## config.mk

```make
export PLATFORM = sky130hd
export DESIGN_NAME = btn_conditioner
export DESIGN_NICKNAME = d
export VERILOG_FILES = /design/src/rtl/btn_pkg.sv /design/src/rtl/sync2.sv /design/src/rtl/btn_conditioner.sv
export SDC_FILE = /design/constraint.sdc
export NUM_CORES = 1
export LEC_CHECK = 0
export ABC_AREA = 1
export CORE_MARGIN = 3
export CORE_UTILIZATION = 39
export CTS_CLUSTER_DIAMETER = 100
export DETAILED_ROUTE_END_ITERATION = 10
export SYNTH_ARGS = -nofsm -noshare
export SYNTH_HDL_FRONTEND = slang
export SYNTH_HIERARCHICAL = 1
export SYNTH_SLANG_ARGS = --single-unit
```

## constraint.sdc

```tcl
create_clock -name clk -period 2.2 [get_ports clk]
set_input_delay 0.33 -clock clk [delete_from_list [all_inputs] [get_ports clk]]
set_output_delay 0.33 -clock clk [all_outputs]
set_load 0.02 [all_outputs]
```

## src/rtl/btn_pkg.sv

```systemverilog
// Shared types and default constants for the push-button conditioner.
// BTN_REPEAT_EN (see btn_conditioner) consumes the repeat defaults below.
package btn_pkg;

    typedef enum logic [1:0] {
        IDLE       = 2'd0,
        PRESS_QUAL = 2'd1,
        HELD       = 2'd2,
        REL_QUAL   = 2'd3
    } btn_state_e;

    localparam int STABLE_CYCLES_DEF = 4;
    localparam int CNT_W_DEF         = 8;
    localparam int REPEAT_DELAY_DEF  = 50;
    localparam int REPEAT_PERIOD_DEF = 10;

endpackage

```

## src/rtl/sync2.sv

```systemverilog
// Two-flop synchroniser with synchronous active-low reset.
// Shared by every asynchronous input in the slow clock domain.
module sync2 (
    input  logic clk,
    input  logic rst,
    input  logic d,
    output logic q
);

    logic s1;

    always_ff @(posedge clk) begin
        if (!rst) begin
            s1 <= 1'b0;
            q  <= 1'b0;
        end else begin
            s1 <= d;
            q  <= s1;
        end
    end

endmodule

```

## src/rtl/btn_conditioner.sv

```systemverilog
// Debounces one raw button into a level and a one-cycle press pulse.
// Define BTN_REPEAT_EN to add auto-repeat pulses while the button is held.
//
// state      | meaning
// IDLE       | debounced level 0, waiting for a 1
// PRESS_QUAL | counting stable 1 samples
// HELD       | debounced level 1, waiting for a 0
// REL_QUAL   | counting stable 0 samples
module btn_conditioner
    import btn_pkg::*;
#(
    parameter int STABLE_CYCLES = STABLE_CYCLES_DEF,
    parameter int CNT_W         = CNT_W_DEF,
    parameter int REPEAT_DELAY  = REPEAT_DELAY_DEF,
    parameter int REPEAT_PERIOD = REPEAT_PERIOD_DEF
) (
    input  logic clk,
    input  logic rst,
    input  logic noisy_in,
    output logic clean_out,
    output logic level_out,
    output logic busy
);

    localparam logic [CNT_W-1:0] STABLE_CNT = CNT_W'(STABLE_CYCLES);

    if (STABLE_CYCLES < 1 || STABLE_CYCLES > 255 || STABLE_CYCLES >= (1 << CNT_W) ||
        REPEAT_DELAY < 1 || REPEAT_PERIOD < 1) begin : g_param_check
        $error("btn_conditioner: illegal parameter value");
    end

    btn_state_e       state, state_nxt;
    logic [CNT_W-1:0] cnt, cnt_nxt, cnt_inc;
    logic             s2;
    logic             press;
    logic             rpt_fire;
    logic             pulse_nxt, level_nxt, busy_nxt;

    sync2 u_sync2 (
        .clk (clk),
        .rst (rst),
        .d   (noisy_in),
        .q   (s2)
    );

    // Saturating increment so the qualify counter can never wrap.
    assign cnt_inc = (cnt == '1) ? cnt : cnt + CNT_W'(1);

    always_ff @(posedge clk) begin
        if (!rst) begin
            state     <= IDLE;
            cnt       <= '0;
            clean_out <= 1'b0;
            level_out <= 1'b0;
            busy      <= 1'b0;
        end else begin
            state     <= state_nxt;
            cnt       <= cnt_nxt;
            clean_out <= pulse_nxt;
            level_out <= level_nxt;
            busy      <= busy_nxt;
        end
    end

    always_comb begin
        state_nxt = state;
        cnt_nxt   = cnt;
        press     = 1'b0;
        case (state)
            IDLE: begin
                if (s2) begin
                    state_nxt = PRESS_QUAL;
                    cnt_nxt   = CNT_W'(1);
                end
            end
            PRESS_QUAL: begin
                if (!s2) begin
                    state_nxt = IDLE;
                    cnt_nxt   = '0;
                end else if (cnt == STABLE_CNT) begin
                    state_nxt = HELD;
                    cnt_nxt   = '0;
                    press     = 1'b1;
                end else begin
                    cnt_nxt = cnt_inc;
                end
            end
            HELD: begin
                if (!s2) begin
                    state_nxt = REL_QUAL;
                    cnt_nxt   = CNT_W'(1);
                end
            end
            REL_QUAL: begin
                if (s2) begin
                    state_nxt = HELD;
                    cnt_nxt   = '0;
                end else if (cnt == STABLE_CNT) begin
                    state_nxt = IDLE;
                    cnt_nxt   = '0;
                end else begin
                    cnt_nxt = cnt_inc;
                end
            end
            default: begin
                state_nxt = IDLE;
                cnt_nxt   = '0;
            end
        endcase
    end

    // Outputs are computed from the next state and registered above.
    always_comb begin
        pulse_nxt = press | rpt_fire;
        level_nxt = (state_nxt == HELD) || (state_nxt == REL_QUAL);
        busy_nxt  = (state_nxt == PRESS_QUAL) || (state_nxt == REL_QUAL);
    end

`ifdef BTN_REPEAT_EN
    localparam logic [CNT_W-1:0] RPT_DELAY_LD  = CNT_W'(REPEAT_DELAY - 1);
    localparam logic [CNT_W-1:0] RPT_PERIOD_LD = CNT_W'(REPEAT_PERIOD - 1);

    logic [CNT_W-1:0] rpt_cnt, rpt_cnt_nxt;

    // Non-press entry into HELD/REL_QUAL only comes from HELD/REL_QUAL,
    // so a release bounce keeps the repeat timer running.
    always_comb begin
        rpt_cnt_nxt = rpt_cnt;
        rpt_fire    = 1'b0;
        if (press) begin
            rpt_cnt_nxt = RPT_DELAY_LD;
        end else if ((state_nxt == HELD) || (state_nxt == REL_QUAL)) begin
            if (rpt_cnt == '0) begin
                rpt_fire    = 1'b1;
                rpt_cnt_nxt = RPT_PERIOD_LD;
            end else begin
                rpt_cnt_nxt = rpt_cnt - CNT_W'(1);
            end
        end else begin
            rpt_cnt_nxt = '0;
        end
    end

    always_ff @(posedge clk) begin
        if (!rst) begin
            rpt_cnt <= '0;
        end else begin
            rpt_cnt <= rpt_cnt_nxt;
        end
    end
`else
    assign rpt_fire = 1'b0;
`endif

endmodule

```

==> reports/results.txt <==
The post-synthesis to final-layout area growth is 12.5%. The number of nets still failing antenna checks after routing came out at 0. Family of cells with the greatest summed delay on the critical path: buffers and inverters. The critical path is of the register to output pin type. Among all stages on the critical path, the largest delay is contributed by sky130_fd_sc_hd__clkdlybuf4s50_1. The flow ran to the end, and the final reports show no timing, DRC or antenna violations.

The tools report the starting utilization of the core area as 0.447. Cell area after synthesis: 728 µm². The tools report the global-route usage over all layers as 0.134. The number of unique standard cell types used by synthesis came out at 18. In the final design database the tool counted 121 nets.

Setup violations remaining at the end of the flow were counted as 0. The via count of the routed design was 659; the leakage component of the power was 0.300 nW. The tools report the post-detailed-route DRC marker count as 0.

Hold timing on the final database bottoms out at a slack of 0.410 ns. The sequential power share came out at 0.615. In this run the worst path has a maximum fanout of 4. STA classifies the critical path endpoint as an output pin. The clock tree buffer depth is 2. Counting every instance in the synthesized netlist gives 107. The tools report the share of the core filled with cells as 0.503. Setup repair after global routing left no endpoint under its margin. Clock tree synthesis found a total of 14 sinks.

Setup slack on the worst reg-to-reg path comes out at 0.71 ns. Gates resized during post-CTS repair numbered 0. The finished cells cover 820 µm². The total iterations of the first detailed-routing run was 4. The first global-routing pass estimated 2440 µm of wire.

The logs give 1400 µm for the total wire length after detailed routing and 6 for the number of top-level pins. The sum of buffers and inverters on the critical path was 1; the number of buffers inserted during clock tree synthesis was 3. Summed over all layers, the global routing overflow is 0.

The power density over the cells was 517 nW/µm². The area share of the largest cell type after synthesis is 0.385. Entering global routing, the biggest net connects 9 pins.

Buffer type at the clock tree root: sky130_fd_sc_hd__clkbuf_4. The tools report the post-CTS setup-driven buffer insertion count as 0. The min-delay analysis places its worst path in the category register to register. Clock-pin slew was measured on the worst setup and hold paths at 0.08 ns. Fraction of power consumed by combinational cells: 0.060. Switching power share of the total: 0.219. Traced cell by cell, the critical path runs through clkdlybuf4s50_1. Input and output buffers added on the ports amount to 5. After synthesis, the mean cell area works out to 6.81 µm².

The DRC violation total after the first TritonRoute iteration came out at 27. The initial antenna violation count was 0. The run gives 0 ns as the aggregate negative setup slack. The congestion estimate from routability-driven global placement came to 0.820. The region available for standard cell placement spans 1630 µm². Power comes to 0.424 mW. STA classifies the critical path startpoint as a register. The logs give 14 for the row count and 0.00531 ns for the worst clock skew. The number of endpoints with negative hold slack in the final report was 0; the highest clock frequency the design can meet was 0.604 GHz. The period utilization is 0.752, and the via count of the first global-routing pass is 597. Fraction of final layout cells sized beyond drive strength 1: 0.0614. The actual slew at the worst max-slew pin was 0.328 ns; the net switching component of the power was 0.0928 mW.

For the placement-stage cell area, the log shows 797 µm². When the netlist entered floorplanning its net count stood at 112. The wire-length estimate of the detail-placed layout is 1120 µm.

After synthesis, the cell types taking the most area are sky130_fd_sc_hd__dfxtp_1, sky130_fd_sc_hd__nand2_1, sky130_fd_sc_hd__nand3_1. 0 antenna diodes ended up in the layout. The internal power of the cells totals 0.331 mW. For the worst setup path, the data arrival time is 1.32 ns. The run gives 0.780 as the max-slew headroom at the worst pin.

Using the TritonRoute via totals, the vias-per-cell ratio works out to 4.78. The run gives 0 as the number of max-capacitance violations reported. The library cells used most frequently in the layout, excluding fill and tap cells, are sky130_fd_sc_hd__nand2_1, sky130_fd_sc_hd__dfxtp_1, sky130_fd_sc_hd__nor2_1, sky130_fd_sc_hd__inv_1, sky130_fd_sc_hd__nand3_1. In the final routed layout, each cell accounts on average for 10.1 µm. The logs give 0.385 for the sequential-to-total area share from yosys stat and 0.324 for the fraction of power consumed by the clock network.

For the number of pins exceeding their max-slew limit in the final report, the log shows 0. The most common cell after layout, fill and taps aside is sky130_fd_sc_hd__nand2_1. The tools report the maximum resistive drop on vdd as 392 µV. In this design, the stage delay of the slowest critical-path cell is 0.64 ns. The register bit count reported by yosys is 14. The die covers 2420 µm². The die is 49.2 µm tall. The biggest area contributor in the post-synthesis netlist is sky130_fd_sc_hd__dfxtp_1. Yosys printed 6 warnings.

The clock reaches the later pin of the worst-skew pair after 0.27 ns. The required time of the critical path is 1.87 ns. The floorplan die width works out to 49.2 µm. TritonCTS built the clock tree. For the level count of the clock H-tree, the log shows 1.

The final critical delay including setup and external delays works out to 1.65 ns. For this design, the CTS-stage hold fixing added 0 buffers.
## worst paths after layout
| kind | end | cells after the start | startpoint |
|---|---|---|---|
| setup / recovery | level_out | 1 | level_out |
| hold reg to reg | u_sync2/q | 2 | u_sync2/s1 |
| hold / removal | u_sync2/q | 2 | u_sync2/s1 |
| setup reg to reg | cnt[5] | 7 | cnt[0] |
## worst min-delay path, stage by stage (launching register included)
cell                      delay (ns)
sky130_fd_sc_hd__dfxtp_1        0.30
sky130_fd_sc_hd__nand2_1        0.05
sky130_fd_sc_hd__inv_1          0.03
## power groups by stage
| stage | combinational [mW] | clock [mW] | sequential (mW) |
|---|---|---|---|
| CTS | 0.0257 | 0.147 | 0.261 |
| floorplan | 0.0181 | 0 | 0.266 |
| finish | 0.0256 | 0.137 | 0.261 |
| detailed placement | 0.0256 | 0 | 0.267 |
| global placement | 0.0251 | 0 | 0.267 |
| global route | 0.0289 | 0.153 | 0.261 |
## sequential cells by signal, indices dropped and copies added (netlist names)
signal,cells
state,1
level_out,1
clean_out,1
cnt,8
u_sync2/s1,1
busy,1
u_sync2/q,1
## kinds of logic after synthesis
| family | count (synthesis) | share of synthesized area |
|---|---|---|
| and+or+nand+nor | 64 | 0.385 |
| xor gates and xnor gates | 2 | 0.0344 |
| AOI/OAI and AO/OA | 13 | 0.0893 |
| adders and majority gates | 2 | 0.0344 |
| buffers and inverters | 12 | 0.0722 |
| DFF | 14 | 0.385 |
## per-layer routing
metal	global-route usage	wire (µm)	part of all wire	vias up
li1	-	-	-	358
met1	0.165	690	0.49	288
met2	0.210	646	0.46	11
met3	0.0550	57	0.041	2
met4	0.0427	6	0.0043	0
met5	0	0	0	-
## per-stage QoR
step           cells  setup WS (ns)
2_1_floorplan    107          0.935
3_3_place_gp     135          0.598
3_5_place_dp     135          0.560
4_1_cts          138          0.523
5_1_grt          138          0.501
6_report         138          0.546
## cell usage after synthesis (all sizes together)
library cell / count
a21oi: 8
and2: 1
buf: 1
dfxtp: 14
ha: 2
inv: 11
nand2: 34
nand3: 10
nand3b: 1
nand4: 1
nor2: 14
nor3: 2
o21ai: 5
or2: 1
xnor2: 2
## area by class of cell
cell class                 count  area (µm²)
multi-input combinational     81         395
fill                         182         810
sequential                    14         280
timing repair buffer           5        50.0
clock buffer                   3        22.5
tap                           24        30.0
inverter                      11        41.3
Note: power is estimated with default switching activity, not from simulation.
